==> src/rtl/clock_pkg.sv <==
// Shared BCD constants and an elaboration-time decimal-to-BCD helper
// used to turn decimal range parameters into packed BCD words.
package clock_pkg;

    localparam int BCD_W      = 4;
    localparam int MAX_DIGITS = 4;

    function automatic logic [BCD_W*MAX_DIGITS-1:0] dec_to_bcd(input int unsigned value);
        logic [BCD_W*MAX_DIGITS-1:0] bcd;
        int unsigned                 rem;
        bcd = '0;
        rem = value;
        for (int i = 0; i < MAX_DIGITS; i++) begin
            bcd[i*BCD_W +: BCD_W] = BCD_W'(rem % 10);
            rem = rem / 10;
        end
        return bcd;
    endfunction

endpackage

==> src/rtl/bcd_digit.sv <==
// One BCD decade: steps up or down when cin is set, raising cout on the
// 9->0 carry (up) or the 0->9 borrow (down) so decades can be chained.
module bcd_digit
    import clock_pkg::*;
(
    input  logic [BCD_W-1:0] d,
    input  logic             up,
    input  logic             cin,
    output logic [BCD_W-1:0] q,
    output logic             cout
);

    always_comb begin
        q    = d;
        cout = 1'b0;
        if (cin) begin
            if (up) begin
                if (d >= 4'd9) begin
                    q    = 4'd0;
                    cout = 1'b1;
                end else begin
                    q = d + 4'd1;
                end
            end else begin
                if (d == 4'd0) begin
                    q    = 4'd9;
                    cout = 1'b1;
                end else begin
                    q = d - 4'd1;
                end
            end
        end
    end

endmodule

==> src/rtl/bcd_range_counter.sv <==
// Up/down BCD counter confined to one of two decimal ranges, with validated
// synchronous load and a combinational terminal-count output for cascading.
module bcd_range_counter
    import clock_pkg::*;
#(
    parameter int DIGITS = 2,
    parameter int LO_A   = 0,
    parameter int HI_A   = 59,
    parameter int LO_B   = 1,
    parameter int HI_B   = 12
) (
    input  logic                    CP,
    input  logic                    nCR,
    input  logic                    EN,
    input  logic                    UP,
    input  logic                    MODE,
    input  logic                    LD,
    input  logic [BCD_W*DIGITS-1:0] D,
    output logic [BCD_W*DIGITS-1:0] Q,
    output logic                    sCo,
    output logic                    ld_err
);

    localparam int W = BCD_W * DIGITS;

    generate
        if (DIGITS < 1 || DIGITS > MAX_DIGITS) begin : g_bad_digits
            $error("bcd_range_counter: DIGITS must be 1..%0d", MAX_DIGITS);
        end
        if (LO_A < 0 || LO_A > HI_A || HI_A >= 10**DIGITS) begin : g_bad_range_a
            $error("bcd_range_counter: illegal range A %0d..%0d", LO_A, HI_A);
        end
        if (LO_B < 0 || LO_B > HI_B || HI_B >= 10**DIGITS) begin : g_bad_range_b
            $error("bcd_range_counter: illegal range B %0d..%0d", LO_B, HI_B);
        end
    endgenerate

    localparam logic [W-1:0] LO_A_BCD = W'(dec_to_bcd(LO_A));
    localparam logic [W-1:0] HI_A_BCD = W'(dec_to_bcd(HI_A));
    localparam logic [W-1:0] LO_B_BCD = W'(dec_to_bcd(LO_B));
    localparam logic [W-1:0] HI_B_BCD = W'(dec_to_bcd(HI_B));

    logic [W-1:0]        q_reg, q_next;
    logic                ld_err_reg, ld_err_next;
    logic [W-1:0]        lo_sel, hi_sel, step_q;
    logic [DIGITS:0]     carry;
    logic [DIGITS-1:0]   d_digit_ok;
    logic                in_range, d_valid, carry_unused;

    assign lo_sel = MODE ? LO_B_BCD : LO_A_BCD;
    assign hi_sel = MODE ? HI_B_BCD : HI_A_BCD;

    // Valid BCD words order the same way as their decimal values, so plain
    // unsigned compares serve as decimal range checks.
    assign in_range = (q_reg >= lo_sel) && (q_reg <= hi_sel);
    assign d_valid  = (&d_digit_ok) && (D >= lo_sel) && (D <= hi_sel);

    assign carry[0]     = 1'b1;
    assign carry_unused = carry[DIGITS];

    generate
        for (genvar gi = 0; gi < DIGITS; gi++) begin : g_digit
            assign d_digit_ok[gi] = (D[gi*BCD_W +: BCD_W] <= 4'd9);

            bcd_digit u_digit (
                .d    (q_reg[gi*BCD_W +: BCD_W]),
                .up   (UP),
                .cin  (carry[gi]),
                .q    (step_q[gi*BCD_W +: BCD_W]),
                .cout (carry[gi+1])
            );
        end
    endgenerate

    assign sCo = EN & (UP ? (q_reg == hi_sel) : (q_reg == lo_sel));

    always_comb begin
        q_next      = q_reg;
        ld_err_next = 1'b0;
        if (LD) begin
            if (d_valid) begin
                q_next = D;
            end else begin
                ld_err_next = 1'b1;
            end
        end else if (EN) begin
            if (!in_range) begin
                q_next = UP ? lo_sel : hi_sel;
            end else if (UP && (q_reg == hi_sel)) begin
                q_next = lo_sel;
            end else if (!UP && (q_reg == lo_sel)) begin
                q_next = hi_sel;
            end else begin
                q_next = step_q;
            end
        end
    end

    always_ff @(posedge CP) begin
        if (!nCR) begin
            q_reg      <= MODE ? LO_B_BCD : LO_A_BCD;
            ld_err_reg <= 1'b0;
        end else begin
            q_reg      <= q_next;
            ld_err_reg <= ld_err_next;
        end
    end

    assign Q      = q_reg;
    assign ld_err = ld_err_reg;

endmodule
==> config.mk <==
export PLATFORM = sky130hd
export DESIGN_NAME = bcd_range_counter
export DESIGN_NICKNAME = d
export VERILOG_FILES = /design/src/rtl/clock_pkg.sv /design/src/rtl/bcd_digit.sv /design/src/rtl/bcd_range_counter.sv
export SDC_FILE = /design/constraint.sdc
export NUM_CORES = 1
export LEC_CHECK = 0
export BUFFER_PORTS_ARGS = -buffer_cell sky130_fd_sc_hd__buf_2
export CAP_MARGIN = 20
export CORE_ASPECT_RATIO = 1.4
export CORE_MARGIN = 2
export CORE_UTILIZATION = 42
export DETAILED_ROUTE_END_ITERATION = 7
export GPL_ROUTABILITY_DRIVEN = 0
export PLACE_DENSITY_LB_ADDON = 0.12
export SLEW_MARGIN = 40
export SYNTH_ARGS = -nofsm -noshare
export SYNTH_HDL_FRONTEND = slang
export SYNTH_SLANG_ARGS = --single-unit
==> constraint.sdc <==
create_clock -name CP -period 2.35 [get_ports CP]
set_input_delay 0.1175 -clock CP [delete_from_list [all_inputs] [get_ports CP]]
set_output_delay 0.1175 -clock CP [all_outputs]
set_load 0.01 [all_outputs]
## Yosys cells after proc, flatten, opt, wreduce, memory -nomap -nowiden

Index checks and enable logic that the tools add are counted.

- Add/subtract/negate cells: 4
- Shift operators: 0
- Mux-type cells: 22
- Reductions and logical operators: 12
- Eq/ne operators: 5
- $mul: 0
- Divide/modulo/power cells: 0
- Bitwise operators: 1
- Order comparisons: 8

Operators with widths:

| kind | count |
|---|---|
| $mux 8 | 8 |
| $mux 4 | 7 |
| $ge 8x8->1 | 2 |
| $le 8x7->1 | 2 |
| $add 4x1->4 const B | 2 |
| $eq 8x7->1 | 1 |
| $eq 8x8->1 | 1 |
| $ge 4x4->1 const B | 2 |
| $le 4x4->1 const B | 2 |
| $logic_not 4->1 | 2 |
| $sub 4x1->4 const B | 2 |
| $mux 7 | 1 |
| $mux 1 | 6 |
| $ne 3x2->1 const B | 2 |
| $ne 6x3->1 const B | 1 |
| $reduce_and 2->1 | 3 |
| $logic_and 1x1->1 | 5 |
| $reduce_and 3->1 | 1 |
| $and 1x1->1 | 1 |
| $logic_not 1->1 | 1 |

- Latch bits: 0
- Memories: 0
- Register bits: 9
- Output and inout port bits: 10
- Memory bits (read-only): 0
- Bits in writable memories: 0
- Logic and storage cells: 55
- Bits of input ports: 14

## Depth between registers and ports, before layout

Gate-level depths: netlist (run 1).

- Depth in word-level cells: 10
- Depth in mapped cells: 8

## Hierarchy

A second synthesis (run 1) with hierarchy kept.

- Cell total of the unflattened synthesis: 183
- Area total of the unflattened synthesis: 1,569.0 sq um

Modules (own cells, without submodules):

| module | times used | cells an instance | sequential area each (sq um) | area an instance (sq um) |
|---|---|---|---|---|
| bcd_range_counter | 1 | 107 | 260.2 | 988.4 |
| bcd_digit | 2 | 38 | 0.0 | 290.3 |

## Least setup slack after synthesis (run 1)

OpenSTA, ideal clock, no wires.

- Path kind: flip-flop to flip-flop
- Start point: register q_reg[4] (netlist: Q[4])
- End point: register q_reg[4] (netlist: Q[4]) (data pin)
- Library setup time: 0.261 ns
- Data required time: 2.089 ns
- Path slack: -0.011 ns
- Cell stages (with the launch flop): 8
- Arrival time: 2.100 ns
- Period minus slack after synthesis: 2.361 ns
- Path through: edfxtp_1 > inv_1 > ha_1 > nand2b_1 > or4_1 > nand3_1 > and3b_1 > a221o_1

- Word-level cells in the longest chain between the ends: 10
- Elaborated cells between the ends (all ways): 21
- Those cells by class: 2 x add/sub; 3 x order compare; 2 x eq/ne; 10 x mux; 4 x reduce/logical

RTL lines:

| what | RTL line | source |
|---|---|---|
| start, declared | bcd_range_counter.sv:43 | `logic [W-1:0] q_reg, q_next;` |
| start signal, assigned | bcd_range_counter.sv:101 | `q_reg <= MODE ? LO_B_BCD : LO_A_BCD;` |
| start signal, assigned | bcd_range_counter.sv:104 | `q_reg <= q_next;` |
| $sub 4x1->4, or another cell as far along | bcd_digit.sv:29 | `q = d - 4'd1;` |
| $mux 4, on equally long branches | bcd_digit.sv:25, bcd_digit.sv:18 |  |
| $mux 4 | bcd_digit.sv:17 | `if (up) begin` |
| $mux 4 | bcd_digit.sv:16 | `if (cin) begin` |
| $mux 8 | bcd_range_counter.sv:91 | `end else if (!UP && (q_reg == lo_sel)) begin` |
| $mux 8 | bcd_range_counter.sv:89 | `end else if (UP && (q_reg == hi_sel)) begin` |
| $mux 8 * | bcd_range_counter.sv:87 | `if (!in_range) begin` |
| $mux 8 * | bcd_range_counter.sv:86 | `end else if (EN) begin` |
| $mux 8 * | bcd_range_counter.sv:80 | `if (LD) begin` |
| $mux 8 * | bcd_range_counter.sv:100 | `if (!nCR) begin` |

Every way passes the cells marked *; elsewhere a longest branch is shown, timed or not. The select of a mux whose other input is x is not followed.
A chain may end at the register's enable or synchronous reset.

## Worst setup path in the final report (run 1)

- Start point: register q_reg[1] (netlist: Q[1])
- End point: register q_reg[1] (netlist: Q[1]) (data pin)

- Word-level cells in the longest chain between the ends: 9
- Elaborated cells between the ends (all ways): 20
- Those cells by class: 2 x add/sub; 3 x order compare; 2 x eq/ne; 9 x mux; 4 x reduce/logical

RTL lines:

| what | RTL line |
|---|---|
| $sub 4x1->4, or another cell as far along | bcd_digit.sv:29 |
| $mux 4, on equally long branches | bcd_digit.sv:25, bcd_digit.sv:18 |
| $mux 4 | bcd_digit.sv:17 |
| $mux 8 | bcd_range_counter.sv:91 |
| $mux 8 | bcd_range_counter.sv:89 |
| $mux 8 * | bcd_range_counter.sv:87 |
| $mux 8 * | bcd_range_counter.sv:86 |
| $mux 8 * | bcd_range_counter.sv:80 |
| $mux 8 * | bcd_range_counter.sv:100 |

Marks and branches as above.

==> flow_metrics.tcl, run 1 <==
set metrics [dict create \
    outcome "complete, no violations" \
    crit_required_ns 2.33 \
    synth_ff_type "edfxtp_1" \
    synthCells 157 \
    crit_chain "or4_4 > or4_4 > o211ai_2 > o22ai_1 > a221o_1" \
    largest_register_ffs 8 \
    n_antenna_cell 0 \
    fin_ws_ns 0.0580 \
    core_region_area_um2 3060 \
    leakagePower_nw 0.745 \
    synth.avg_cell_area_um2 8.47 \
    rsz0062_at_grt "no" \
    whs_path_depth 2 \
    final.setup_skew_ns 0.00121 \
    cts_made_buffers 3 \
    crit_path_end_kind "flop" \
    drt_pass1_iterations 4 \
    rrSetupSlack_ns 0.06 \
    slowest_stage "or4_4" \
    root_buffer "clkbuf_8" \
    ys_async_sr_fraction_pct 0 \
    synth-edff-count 8 \
    num-fill-cells 310 \
    die_height_um 70.6 \
    synth_top_family_by_area "compound AO/OA/AOI/OAI gates" \
    synth_mux_area_share_pct 2.45 \
    antenna_found_initial 0 \
    routed_via_density 5.97 \
    clk_latency_ns 0.24 \
    synth-seq-cells 9 \
    crit_top_cell "or4_4" \
    detail-route-antenna-nets 0 \
    die_area_um2 3640 \
    cp-start-kind "flop" \
    post-route-period-util_pct 97.5 \
    cts.sinks 9 \
    area_delta_synth_final_pct 23.5 \
    path_buf_inv 0 \
    ctsHoldBuffers 0 \
    cts_buffer_depth 2 \
    finalHoldViolCount 0 \
    drtIter0Drc 51 \
    postCtsSetupBuffers 0 \
    yosysSeqAreaShare_pct 19.6 \
    wirelength_mm 3.92 \
    clk_pin_slew_worst_paths_ns 0.04 \
    grt_pass1_vias 1365 \
    grt_max_degree 18 \
    slew_viol_final 0 \
    min_period_ns 2.29 \
    p_per_area_nw_per_um2 542 \
    htreeDepth 1 \
    syn_area_um2 1330 \
    ys_types 54 \
    ir_drop_mv 0.322 \
    cts_tree "done" \
    max_freq_mhz 436 \
    relSlewSlack_pct 71.1 \
    track_usage_pct 23.3 \
    grt_pass1_wl_mm 6.41 \
    dp_slack_ns 0.0258 \
    cp.arrival_ns 2.27 \
    wl_per_cell_um 16.7 \
    hold_class "in -> reg" \
    io_buffer_count 23 \
    setup_tns_ns 0 \
    nets 228 \
    drc 0 \
    cp_top_family "simple AND/OR/NAND/NOR gates" \
    cap_violations 0 \
    critPathKind "reg -> reg" \
    yosys.area_share.simple_pct 26.9 \
    worstMarginPinSlew_ns 0.422 \
    grt_remaining_overflow 0 \
    vias 1398 \
    cts.repair.resized 0 \
    synth_adder_area_share_pct 16.9 \
    cpPeakStageDelay_ns 0.57 \
    reg2reg_depth 5 \
    synth-compound-area-share_pct 27.9 \
    start_util_pct 43.4 \
    pin_count 24 \
    synth_xor_area_share_pct 0 \
    fp-row-count 24 \
    die_w_um 51.6 \
    drive_above_1_share_pct 26.7 \
    synth_warnings 0 \
    crit_fanout 8 \
    syn-num-nets 189 \
    detailed_place_hpwl_mm 3.19 \
    path_depth 5 \
    setup_viol 0 \
]
-- synth_stat cells, types with 2 or more instances --
cell type,instances,area [um2]
ha_1,18,225
o21a_1,3,22.5
and3_1,3,18.8
or4_4,2,22.5
a211o_1,2,17.5
o21ai_0,10,50.1
nand2b_1,4,25.0
a32o_1,2,20.0
and2_1,2,12.5
nor4_1,2,12.5
or3_1,2,12.5
nor2_1,11,41.3
clkbuf_1,4,15.0
o22ai_1,3,18.8
a31oi_1,4,25.0
nand3_1,2,10.0
nor4bb_1,2,20.0
nor3_1,3,15.0
edfxtp_1,8,240
nand2_1,5,18.8
and3b_1,3,26.3
and4b_1,2,20.0
nor2b_1,7,43.8
buf_6,2,22.5
a221o_1,2,20.0
inv_1,11,41.3
a211oi_1,4,30.0
a21oi_1,8,40.0
-- stage by stage --
| stage | utilization, % | instance area, um2 | hold slack (ns) | total power, W | std cells |
|---|---|---|---|---|---|
| after floorplan | - | 1330 | 0.311 | 0.000524 | 157 |
| after global placement | 52.0 | 1590 | 0.457 | 0.000689 | 230 |
| after detailed placement | 52.0 | 1590 | 0.467 | 0.000703 | 230 |
| after CTS | 53.4 | 1640 | 0.233 | 0.000884 | 234 |
| after global routing | 53.6 | 1640 | 0.238 | 0.000958 | 234 |
| final | 53.6 | 1640 | 0.226 | 0.000891 | 234 |
-- layout by cell type (no fill, tap or decap), drive strengths merged, types with 2 or more instances in the layout --
cell type,instances
buf,41
ha,18
inv,11
nor2,11
o21ai,11
edfxtp,8
a21oi,8
nor2b,7
nand2,5
nand2b,4
a211oi,4
a31oi,4
clkbuf,4
or4,3
and3b,3
o22ai,3
o21a,3
and3,3
nor3,3
and4b,2
and2,2
nand3,2
nor4,2
nor4bb,2
or3,2
a32o,2
a221o,2
a211o,2
o311ai,2
-- worst reg2reg max path, cell delays in order (launching register included) --
cell      delay, ns
edfxtp_1       0.41
or4_4          0.57
or4_4          0.51
o211ai_2       0.10
o22ai_1        0.10
a221o_1        0.34
-- final cells by class --
class                   instances  area [um2]  area share [%]
inverters                      11        41.3            2.51
clock buffers                   4        45.0            2.74
well taps                      39        48.8            2.97
repair buffers                 41         250            15.2
multi-input cells             130         997            60.7
flip-flops and latches          9         260            15.8
-- final timing paths --
kind / startpoint / end
max: Q[1] / Q[1]
min: D[5] / Q[5]
max reg2reg: Q[1] / Q[1]
min reg2reg: Q[6] / Q[6]
-- metal layers --
layer | part of all wire [%] | track usage (%) | vias up
li1 | - | - | 691
met1 | 41 | 26.0 | 658
met2 | 54 | 43.7 | 42
met3 | 3.0 | 1.27 | 7
met4 | 2.2 | 10.5 | 0
met5 | 0 | 0 | -
-- logic make-up after synthesis --
group / count (synthesis)
buf+inv: 18
fa+ha+maj: 18
compound gates: 53
mux: 2
flops: 9
simple gates: 57
-- where the power goes --
group / internal [W] / switching [W]
combinational: 0.000221 / 0.000264
clock: 0.000118 / 0.0000636
sequential: 0.000206 / 0.0000180
total: 0.000545 / 0.000346
No activity file was read; power rests on OpenSTA's default activity.
==> run 2: changes to the inputs <==
ABC_AREA = 1   (was default)
==> run 2 against run 1 <==
  * Die area grew 2.4%
  * Critical path depth increased by 3
  * Core utilization fell by 2.5 points
  * Largest cell class unchanged
  * Critical path type unchanged
  * Flip-flop and latch count unchanged
==> flow_metrics.tcl, run 2 <==
set metrics [dict create \
    rrSetupSlack_ns 0.27 \
    layout_commonest_cell "nand2_1" \
    slew_viol_final 0 \
    start_util_pct 43.7 \
    grt_pass1_wl_mm 5.58 \
    synthTopCellsByCount "nand2_1 (63), inv_1 (31), ha_1 (18), nand3_1 (18), nor2_1 (18)" \
    grt_pass1_vias 1348 \
    drt_pass1_iterations 4 \
    slowest_stage "edfxtp_1" \
    synth-edff-count 8 \
    ctsHoldBuffers 0 \
    syn_area_um2 1360 \
    crit_fanout 6 \
    synth_ff_type "edfxtp_1" \
    cap_violations 0 \
    ys_types 32 \
    cp.arrival_ns 1.98 \
    crit_chain "inv_1 > ha_1 > nand2_1 > or2_4 > a21boi_2 > nand3_2 > nor2_1 > nor2_1" \
    grt_remaining_overflow 0 \
    min_period_ns 2.08 \
    hold_class "in -> reg" \
    setup_tns_ns 0 \
    crit_required_ns 2.25 \
    htreeDepth 1 \
    yosysTopAreaCell "edfxtp_1" \
    max_freq_mhz 480 \
    synth_top_area_share_pct 17.6 \
    largest_register_ffs 8 \
    vias 1401 \
    wl_per_cell_um 11.9 \
    cts.repair.resized 0 \
    pin_count 24 \
    synthCells 212 \
    die_w_um 52.2 \
    core_region_area_um2 3120 \
    n_antenna_cell 0 \
    worstMarginPinSlew_ns 0.395 \
    crit_top_cell "nor2_1" \
    wirelength_mm 3.35 \
    antenna_found_initial 0 \
    synth_warnings 0 \
    ys_async_sr_fraction_pct 0 \
    ff_latch_area_um2 260 \
    dp_slack_ns 0.267 \
    setup_viol 0 \
    crit_path_end_kind "flop" \
    num-fill-cells 343 \
    critPathKind "reg -> reg" \
    cts_made_buffers 3 \
    clk_pin_slew_worst_paths_ns 0.04 \
    die_area_um2 3730 \
    routed_via_density 4.99 \
    relSlewSlack_pct 73.4 \
    final_cell_mix "nand2_1 (63), inv_1 (31), buf_2 (23)" \
    finalHoldViolCount 0 \
    io_buffer_count 23 \
    final_core_util_pct 51.1 \
    leakagePower_nw 0.857 \
    cts_tree "done" \
    area_delta_synth_final_pct 17.1 \
    postCtsSetupBuffers 0 \
    cpPeakStageDelay_ns 0.46 \
    grt_max_degree 13 \
    final.setup_skew_ns 0.00521 \
    die_height_um 71.4 \
    synth-seq-cells 9 \
    nets 275 \
    whs_ns 0.204 \
    synthMostInstantiatedCell "nand2_1" \
    synth.avg_cell_area_um2 6.43 \
    syn-num-nets 244 \
    drc 0 \
    fin_ws_ns 0.268 \
    detailed_place_hpwl_mm 2.81 \
    cts.sinks 9 \
    rsz0062_at_grt "no" \
    drtIter0Drc 23 \
    drive_above_1_share_pct 21.1 \
    post-route-period-util_pct 88.6 \
    synthTopCellsByArea "edfxtp_1 (18%), nand2_1 (17%), ha_1 (17%)" \
    multiInputGateArea_um2 955 \
    cp-start-kind "flop" \
    clk_latency_ns 0.23 \
    root_buffer "clkbuf_8" \
    cts_buffer_depth 2 \
    yosysSeqAreaShare_pct 19.1 \
    track_usage_pct 19.4 \
    p_per_area_nw_per_um2 514 \
    fp-row-count 24 \
    ir_drop_mv 0.325 \
    outcome "complete, no violations" \
    detail-route-antenna-nets 0 \
]
[run 2: metal layers]
metal / vias to the layer above / GRT usage (%) / share of wire (%)
met5: - / 0 / 0
met4: 0 / 7.41 / 1.4
met3: 6 / 0.833 / 2.2
met2: 26 / 36.7 / 54
met1: 619 / 22.0 / 43
li1: 750 / - / -
[run 2: power breakdown]
group | internal, W | switching (W)
clock | 0.000118 | 0.0000577
sequential | 0.000204 | 0.0000319
combinational | 0.000157 | 0.000252
[run 2: worst max-delay path: cells and delay by family (launching register included)]
family	cells	cell delay (ns)
AO/OA/AOI/OAI	1	0.17
adder cells (fa/ha/maj)	1	0.24
flip-flops	1	0.46
buffers and inverters	1	0.11
AND/OR/NAND/NOR	5	0.78
[run 2: worst paths after layout]
check / from / cells after the start / end
worst max-delay path: Q[4] / 8 / Q[6]
worst min-delay path: D[6] / 3 / Q[6]
worst max register to register: Q[4] / 8 / Q[6]
worst min register to register: Q[5] / 4 / Q[7]
[run 2: cell families (layout without fill, tap and decap cells)]
family / count (synthesis) / count (layout) / share of synthesized area [%]
xor+xnor: 1 / 1 / 0.642
compound gates: 24 / 24 / 10.6
fa+ha+maj: 18 / 18 / 16.5
simple gates: 123 / 123 / 42.3
buf+inv: 37 / 67 / 10.9
flops: 9 / 9 / 19.1
[run 2: layout make-up]
class / count / area share [%]
clock buffers: 4 / 2.82
inverters: 34 / 7.99
multi-input cells: 166 / 59.8
flip-flops and latches: 9 / 16.3
well taps: 39 / 3.06
repair buffers: 29 / 10.0
[run 2: through the flow]
step / std cells / instance area (um2) / power, W
floorplan: 212 / 1360 / 0.000528
global placement: 277 / 1550 / 0.000649
detailed placement: 277 / 1550 / 0.000648
CTS: 281 / 1600 / 0.000825
global route: 281 / 1600 / 0.000889
finish: 281 / 1600 / 0.000820
==> run 3: changes to the inputs <==
GPL_ROUTABILITY_DRIVEN = default   (was 0)
SETUP_SLACK_MARGIN = 0.3   (was default)
clock period = 2.1 ns   (was 2.35 ns; I/O delays follow)
==> run 3 against run 2 <==
  * Power increased by 23%
  * Flip-flop and latch count stayed put
  * Register-to-register slack about the same
  * Core utilization up 6.6 points
  * Sequential share of layout area down 1.9 points
  * Global-route usage is 1.8 points higher
  * Final area up 13%
==> flow_metrics.tcl, run 3 (synthesis results as in run 2) <==
set metrics [dict create \
    cts_tree "done" \
    layout_commonest_cell "nand2_1" \
    htreeDepth 1 \
    n_antenna_cell 0 \
    fp-row-count 24 \
    detailed_place_hpwl_mm 2.81 \
    setup_tns_ns 0 \
    drive_above_1_share_pct 31.6 \
    reg2reg_from "Q[6]" \
    place_area_um2 1610 \
    detail-route-antenna-nets 0 \
    critPathKind "reg -> reg" \
    clk_latency_ns 0.23 \
    leakagePower_nw 0.921 \
    area_delta_synth_final_pct 32.1 \
    cp_top_family "simple AND/OR/NAND/NOR gates" \
    rrSetupSlack_ns 0.26 \
    outcome "complete, no violations" \
    cp-startpoint "Q[6]" \
    min_period_ns 1.84 \
    r2r-end "Q[5]" \
    min_from "D[5]" \
    crit_path_end_kind "flop" \
    cp-start-kind "flop" \
    wl_per_cell_um 11.8 \
    swShare_pct 41.2 \
    final.setup_skew_ns 0.000257 \
    setup_viol 0 \
    final_core_util_pct 57.7 \
    slowest_stage "edfxtp_1" \
    p_per_area_nw_per_um2 559 \
    rsz0062_at_grt "yes" \
    pin_count 24 \
    pwr-share-seq_pct 24.9 \
    root_buffer "clkbuf_8" \
    drtIter0Drc 37 \
    ir_drop_mv 0.340 \
    path_buf_inv 1 \
    worstMarginPinSlew_ns 0.325 \
    nets 286 \
    max_freq_mhz 542 \
    topRoutingLayerUsed "met4" \
    die_height_um 71.4 \
    cts_buffer_depth 2 \
    grt_pass1_vias 1454 \
    route.met3.wl_um 87 \
    slew_viol_final 0 \
    vias 1451 \
    cp-endpoint "Q[5]" \
    clk_pin_slew_worst_paths_ns 0.04 \
    p_sw_w 0.000415 \
    final_cell_mix "nand2_1 (61), inv_1 (26), buf_2 (23), nand3_1 (17), buf_4 (16)" \
    drc 0 \
    crit_chain "buf_4 > nor2_4 > nand2_1 > or2_4 > a21boi_2 > nand3_2 > nor2_4 > nor2_4" \
    io_buffer_count 23 \
    cp.arrival_ns 1.78 \
    pwr-share-clk_pct 19.4 \
    routed_via_density 4.97 \
    die_area_um2 3730 \
    reg2reg_depth 8 \
    path_depth 8 \
    crit_required_ns 2.03 \
    num-fill-cells 335 \
    die_w_um 52.2 \
    start_util_pct 43.7 \
    wirelength_mm 3.46 \
    finalHoldViolCount 0 \
    cap_violations 0 \
    cpPeakStageDelay_ns 0.43 \
    crit_top_cell "nor2_4" \
    track_usage_pct 21.2 \
    gp_congestion 0.829 \
    cts.sinks 9 \
    power.total_w 0.00101 \
    hold_class "in -> reg" \
    core_region_area_um2 3120 \
    antenna_found_initial 0 \
    p_int_w 0.000593 \
    grt_remaining_overflow 0 \
    wl_met1_mm 1.55 \
    grt_max_degree 13 \
    cts_made_buffers 3 \
    largest_register_ffs 8 \
    finish.instance_area_um2 1800 \
    grt_pass1_wl_mm 6.13 \
    drt_pass1_iterations 4 \
    post-route-period-util_pct 87.8 \
    crit_fanout 7 \
    wl_met2_mm 1.79 \
    power_frac_comb_pct 55.7 \
    relSlewSlack_pct 78.2 \
]
## run 3: per-stage QoR
step,hold slack (ns),setup slack (ns),std cells
after floorplan,0.291,0.226,212
after global placement,0.431,0.112,280
after detailed placement,0.430,0.116,280
after CTS,0.196,0.250,291
after global routing,0.215,0.151,292
final,0.198,0.256,292
## run 3: worst min-delay path by stage
stage                      end  slack [ns]  depth (start not counted)
after floorplan           Q[3]        0.29                          2
after global placement    Q[6]        0.43                          3
after detailed placement  Q[5]        0.43                          3
after CTS                 Q[5]        0.20                          3
after global routing      Q[5]        0.22                          3
final                     Q[5]        0.20                          3
## run 3: worst min-delay path, delay by kind of cell
| family | cells | cell delay (ns) |
|---|---|---|
| buf+inv | 1 | 0.10 |
| simple gates | 2 | 0.10 |
## run 3: cell type report
class	count	area, um2	area share, %
Sequential cell	9	260	14.4
Multi-Input combinational cell	166	1060	59.1
Timing Repair Buffer	40	255	14.2
Clock buffer	4	45.0	2.50
Tap cell	39	48.8	2.71
Inverter	34	128	7.08
## run 3: power groups by stage
stage	Clock (W)	Combinational (W)	Sequential, W
detailed placement	0	0.000488	0.000258
finish	0.000195	0.000561	0.000251
floorplan	0	0.000323	0.000276
CTS	0.000199	0.000532	0.000247
global route	0.000210	0.000638	0.000254
global placement	0	0.000491	0.000258
## run 3: repair_timing
item,CTS,global route
endpoints found under the setup margin,13,17
gates resized for setup,8,13
hold buffers,0,0
buffers inserted,7,1
pin swaps,4,3
cloned,0,0
## run 3: per-layer routing
metal / vias up / global-route usage (%)
met2: 24 / 39.0
met4: 0 / 5.13
met1: 653 / 26.2
met5: - / 0
li1: 770 / -
met3: 4 / 1.67
